==> src/rtl/leaf_arb_pkg.sv <==
// leaf_arb_pkg: shared types and round-robin helper for the leaf output arbiter
package leaf_arb_pkg;
  localparam int DEF_PAYLOAD_BITS = 32;
  localparam int MAX_REQ = 8;
  typedef enum logic {IDLE = 1'b0, BURST = 1'b1} state_t;
  // Lowest offset from ptr wins, so iterate downward and let the last hit stand.
  function automatic logic [2:0] rr_pick(input logic [MAX_REQ-1:0] eligible, input logic [2:0] ptr, input int n);
    rr_pick = ptr;
    for (int k = MAX_REQ - 1; k >= 0; k--)
      if (k < n && eligible[(int'(ptr) + k) % n]) rr_pick = 3'((int'(ptr) + k) % n);
  endfunction
endpackage

==> src/rtl/leaf_out_arbiter_rr_picker.sv <==
// rr_picker: first eligible index at or after ptr, wrapping at NUM_REQ-1
module rr_picker
  import leaf_arb_pkg::*;
#(
  parameter int NUM_REQ = 4,
  parameter int REQ_BITS = 2
) (
  input  logic [NUM_REQ-1:0]  eligible,
  input  logic [REQ_BITS-1:0] ptr,
  output logic [REQ_BITS-1:0] pick
);
  always_comb pick = REQ_BITS'(rr_pick(MAX_REQ'(eligible), 3'(ptr), NUM_REQ));
endmodule

==> src/rtl/leaf_out_arbiter.sv <==
// leaf_out_arbiter: round-robin burst scheduler of NUM_REQ streams onto one vld/ack port
module leaf_out_arbiter
  import leaf_arb_pkg::*;
#(
  parameter int NUM_REQ = 4,
  parameter int PAYLOAD_BITS = DEF_PAYLOAD_BITS,
  parameter int MAX_BURST = 16,
  parameter int REQ_BITS = 2
) (
  input  logic                            clk_user,
  input  logic                            reset,
  input  logic [NUM_REQ-1:0]              en_mask,
  input  logic [NUM_REQ*PAYLOAD_BITS-1:0] req_din,
  input  logic [NUM_REQ-1:0]              req_vld,
  output logic [NUM_REQ-1:0]              req_ack,
  output logic [PAYLOAD_BITS-1:0]         dout,
  output logic                            dout_vld,
  input  logic                            dout_ack,
  output logic [REQ_BITS-1:0]             grant_idx,
  output logic                            busy,
  output logic [31:0]                     word_cnt
);
  state_t state;
  logic [REQ_BITS-1:0] rr_ptr, pick;
  logic [8:0] burst_cnt;
  logic out_valid;
  logic [PAYLOAD_BITS-1:0] out_data, g_din;
  logic [NUM_REQ-1:0] eligible;
  logic can_load, accept, g_vld, g_en, last;
  rr_picker #(.NUM_REQ(NUM_REQ), .REQ_BITS(REQ_BITS)) u_pick (
    .eligible(eligible),
    .ptr(rr_ptr),
    .pick(pick)
  );
  // Accept is gated by reset so a word landing on the reset edge is never acked.
  always_comb begin
    eligible = req_vld & en_mask;
    g_vld = req_vld[grant_idx];
    g_en = en_mask[grant_idx];
    g_din = req_din[grant_idx*PAYLOAD_BITS +: PAYLOAD_BITS];
    can_load = !out_valid || dout_ack;
    accept = reset && state == BURST && can_load && g_vld && g_en;
    last = burst_cnt == 9'(MAX_BURST - 1);
    req_ack = accept ? NUM_REQ'(1) << grant_idx : '0;
  end
  assign dout = out_data;
  assign dout_vld = out_valid;
  assign busy = state == BURST;
  always_ff @(posedge clk_user) begin
    if (!reset) begin
      state <= IDLE;
      rr_ptr <= '0;
      grant_idx <= '0;
      burst_cnt <= '0;
      out_valid <= 1'b0;
      out_data <= '0;
      word_cnt <= '0;
    end else begin
      if (out_valid && dout_ack) word_cnt <= word_cnt + 32'd1;
      if (accept) begin
        out_valid <= 1'b1;
        out_data <= g_din;
        burst_cnt <= burst_cnt + 9'd1;
      end else if (dout_ack) out_valid <= 1'b0;
      if (state == IDLE) begin
        if (|eligible) begin
          grant_idx <= pick;
          burst_cnt <= '0;
          state <= BURST;
        end
      end else if (!g_vld || !g_en || (accept && last)) begin
        state <= IDLE;
        rr_ptr <= grant_idx == REQ_BITS'(NUM_REQ - 1) ? '0 : grant_idx + 1'b1;
      end
    end
  end
endmodule

==> config.mk <==
export PLATFORM = sky130hd
export DESIGN_NAME = leaf_out_arbiter
export DESIGN_NICKNAME = d
export VERILOG_FILES = /design/src/rtl/leaf_arb_pkg.sv /design/src/rtl/leaf_out_arbiter_rr_picker.sv /design/src/rtl/leaf_out_arbiter.sv
export SDC_FILE = /design/constraint.sdc
export NUM_CORES = 1
export LEC_CHECK = 0
export CORE_AREA = 2 2 105 107
export DETAILED_ROUTE_END_ITERATION = 7
export DIE_AREA = 0 0 107 109
export PLACE_DENSITY = 0.79
export SETUP_SLACK_MARGIN = 0.3
export SLEW_MARGIN = 15
export SYNTH_ARGS = -nofsm -noshare
export SYNTH_HDL_FRONTEND = slang
export SYNTH_SLANG_ARGS = --single-unit
==> constraint.sdc <==
create_clock -name clk_user -period 3.4 [get_ports clk_user]
set_clock_uncertainty 0.15 [all_clocks]
set_input_delay 1.02 -clock clk_user [delete_from_list [all_inputs] [get_ports clk_user]]
set_output_delay 1.02 -clock clk_user [all_outputs]
set_load 0.02 [all_outputs]
==> run_results.csv, run 1 <==
group,metric,value,unit
finish,syn_to_final_growth,62.1,%
routing,route.vias.total,4188,
synthesis,synth_nets,595,
sta,period_needed,3.26,ns
worst_setup_path,end_kind,"primary output",
worst_setup_path,critPathSlowestCell,"mux4_2",
placement,port_buffers,210,
worst_setup_path,required,2.23,ns
clocking,clkLatencyLatePin,0.33,ns
floorplan,core_area,10600,sq um
worst_setup_path,r2r_slack,1.18,ns
outcome,status,"complete, no violations",
grt,grt_usage,22.6,%
synthesis,netlist_area,4140,sq um
synthesis,seq_area_frac_synth,38.2,%
routing,drc,0,
floorplan,initial_core_util,39.0,%
routing,drt_pass1_iterations,4,
hold_path,hp-class,"flop to flop",
grt,grt_max_degree,40,
worst_setup_path,path_buf_inv,2,
synthesis,avgSynthCellArea,9.19,sq um
sta,grt_setup_unrepaired,"yes",
worst_setup_path,slowest_delay,0.51,ns
finish,diodes,0,
synthesis,ys_warn_count,0,
clocking,cts-root-buf,"clkbuf_8",
sta,setup_viol,0,
floorplan,io_pins,211,
clocking,htreeDepth,3,
floorplan,die_h,109,um
finish,utilization,63.2,%
grt,grt_pass1_wl,20300,um
finish,final_nets,802,
finish,layout-drive-gt1-share,13.3,%
pwr,power,2150,uW
synthesis,synth-seq-cells,79,
sta,slew_headroom,62.4,%
clocking,clock_path_buffers,2,
worst_setup_path,crit_arrival,2.09,ns
worst_setup_path,path_class,"input pin to primary output",
grt,antenna_found_initial,0,
routing,drt_wl_total,13100,um
worst_setup_path,crit_path_start_kind,"input pin",
pwr,leakagePower,0.00226,uW
sta,hold_slack,0.305,ns
routing,drtAntennaViolNets,0,
sta,finalHoldViolCount,0,
grt,first_global_vias,4206,
finish,design_area,6710,sq um
placement,post_dp_cell_area,6450,sq um
routing,wire_per_inst,16.4,um
routing,dr.first_iter.drc_count,164,
placement,gp_congestion,0.936,
sta,fmax,0.307,GHz
worst_setup_path,cp_top_family,"multiplexers",
sta,fin_crit_sh,95.9,%
worst_setup_path,worstPathMaxFanout,5,
sta,drv_slew,0,
synthesis,ys_types,36,
clocking,tritoncts,"built",
floorplan,rows,38,
clocking,cts_num_sinks,79,
worst_setup_path,cp_cell_sequence,"buf_8 > nand2_8 > mux4_2 > nor2_4 > and2_4 > buf_6",
clocking,cts.clk_slew.worst_paths,0.08,ns
floorplan,die-area,11700,sq um
pwr,power.density,321,nW/um^2
clocking,numCtsBuffers,9,
synthesis,synthCells,450,
pwr,max-vdd-ir-drop,193,uV
floorplan,die_w,107,um
placement,dp_hpwl,10300,um
grt,grt_remaining_overflow,0,
sta,worstMarginPinSlew,0.563,ns
routing,avgViaCountPerCell,5.23,
flow_run,maxCapViolations,0,
==> worst reg2reg max path, cell delays in order (launching register included) <==
cell and delay, ns:
dfxtp_1 0.43, and4_1 0.29, nand4_1 0.48, nor4_1 0.54, xnor2_1 0.17, nor2_1 0.06
==> placed cells by master (no fill, tap or decap), types with 3 or more instances in the layout <==
cell type / synthesis / routed
inv_1: 7 / 6
nand4_1: 7 / 7
nand2_1: 93 / 89
nor4_1: 13 / 13
a21oi_1: 45 / 45
mux2i_1: 4 / 4
clkbuf_8: 0 / 10
nor4b_1: 3 / 3
nand3_1: 19 / 18
and4_1: 6 / 6
or3_1: 7 / 7
buf_4: 2 / 12
nor2_1: 33 / 33
nor3_1: 3 / 3
xor2_1: 7 / 7
clkdlybuf4s50_1: 0 / 196
and3_1: 3 / 3
mux4_2: 33 / 33
buf_6: 2 / 10
xnor2_1: 23 / 23
o21ai_0: 14 / 14
ha_1: 6 / 6
and2_4: 0 / 4
dfxtp_1: 79 / 78
==> registers in the layout, indices dropped and copies added (netlist names) <==
name and count:
burst_cnt 9, rr_ptr 2, busy 1, grant_idx 2, dout 32, dout_vld 1
word_cnt 32
==> cells by family (layout without fill, tap and decap cells) <==
family	Yosys count	in the layout	synth area share [%]
xor gates and xnor gates	30	30	6.35
AOI/OAI and AO/OA	64	64	8.26
buffers and inverters	36	247	4.08
DFF	79	79	38.2
and+or+nand+nor	198	198	22.3
muxes	37	37	18.9
adders and majority gates	6	6	1.82
==> repair_timing <==
| action | 4_1_cts | 5_1_grt |
|---|---|---|
| setup endpoints to repair | 4 | 4 |
| gates resized for setup | 75 | 0 |
| hold buffers | 0 | 0 |
| setup buffers | 0 | 0 |
| pin swaps | 4 | 1 |
| hold endpoints to repair | 0 | 0 |
==> cell type report <==
cell class	count	area, sq um
clock buffers	11	141
clock inverters	4	70.1
fillers	887	3900
inverters	8	30.0
multi-input cells	335	2450
flip-flops and latches	79	1580
well taps	140	175
repair buffers	224	2250
==> per-layer routing <==
layer / up-vias / global-route usage [%] / part of all wire (%)
met5: - / 0 / 0
met1: 1992 / 23.0 / 35
met4: 0 / 7.42 / 1.9
met2: 169 / 41.4 / 54
met3: 16 / 10.0 / 9.7
li1: 2011 / - / -
==> synth_stat cells <==
| master | number | share of area, % |
|---|---|---|
| nand4_1 | 7 | 1.1 |
| clkbuf_1 | 12 | 1.1 |
| nor2_1 | 33 | 3.0 |
| o21ai_0 | 14 | 1.7 |
| buf_1 | 3 | 0.27 |
| buf_2 | 9 | 1.1 |
| o211ai_1 | 1 | 0.18 |
| nor3_1 | 3 | 0.36 |
| o21a_1 | 1 | 0.18 |
| nand2_1 | 93 | 8.4 |
| nor2_2 | 1 | 0.15 |
| o31ai_2 | 1 | 0.30 |
| mux2i_1 | 4 | 0.97 |
| xnor2_1 | 23 | 4.9 |
| buf_4 | 2 | 0.36 |
| or3_1 | 7 | 1.1 |
| a41o_1 | 1 | 0.24 |
| or2_1 | 1 | 0.15 |
| xor2_1 | 7 | 1.5 |
| inv_2 | 1 | 0.091 |
| nor3b_1 | 2 | 0.36 |
| nand3_1 | 19 | 2.3 |
| ha_1 | 6 | 1.8 |
| and3_1 | 3 | 0.45 |
| buf_6 | 2 | 0.54 |
| mux4_2 | 33 | 18 |
| a21oi_1 | 45 | 5.4 |
| dfxtp_1 | 79 | 38 |
| nor4b_1 | 3 | 0.64 |
| nor4_1 | 13 | 2.0 |
| or4_1 | 1 | 0.18 |
| and4_1 | 6 | 1.3 |
| inv_1 | 7 | 0.64 |
| nand2b_1 | 2 | 0.30 |
| and2_1 | 4 | 0.61 |
| o2111ai_1 | 1 | 0.21 |
==> stage by stage <==
| step | setup WS, ns | TNS, ns | instances |
|---|---|---|---|
| final | 0.140 | 0 | 801 |
| after global routing | 0.105 | 0 | 801 |
| after CTS | 0.133 | 0 | 801 |
| after detailed placement | -0.890 | -3.53 | 786 |
| after global placement | -0.824 | -3.29 | 786 |
| after floorplan | 0.167 | 0 | 450 |
==> worst paths after layout <==
path	start	end	depth (start not counted)
setup / recovery	req_vld[0]	req_ack[3]	6
hold / removal	dout[20]	dout[20]	2
setup reg to reg	word_cnt[5]	word_cnt[30]	5
hold reg to reg	dout[20]	dout[20]	2
==> report_power, final <==
group          switching (uW)  leakage [uW]  total (uW)  internal (uW)
sequential               13.8      0.000638         954            940
clock                     330      0.000109         758            428
combinational             159       0.00151         439            280
No activity file was read; power rests on OpenSTA's default activity.
==> inputs of run 2 (changes only) <==
--- a/config.mk
+++ b/config.mk
@@ -5,6 +5,7 @@
 export SDC_FILE = /design/constraint.sdc
 export NUM_CORES = 1
 export LEC_CHECK = 0
+export ABC_CLOCK_PERIOD_IN_PS = 3400
 export CORE_AREA = 2 2 105 107
 export DETAILED_ROUTE_END_ITERATION = 7
 export DIE_AREA = 0 0 107 109
==> results of run 2 <==
No change in the layout: final DEF, timing and power equal those of run 1.
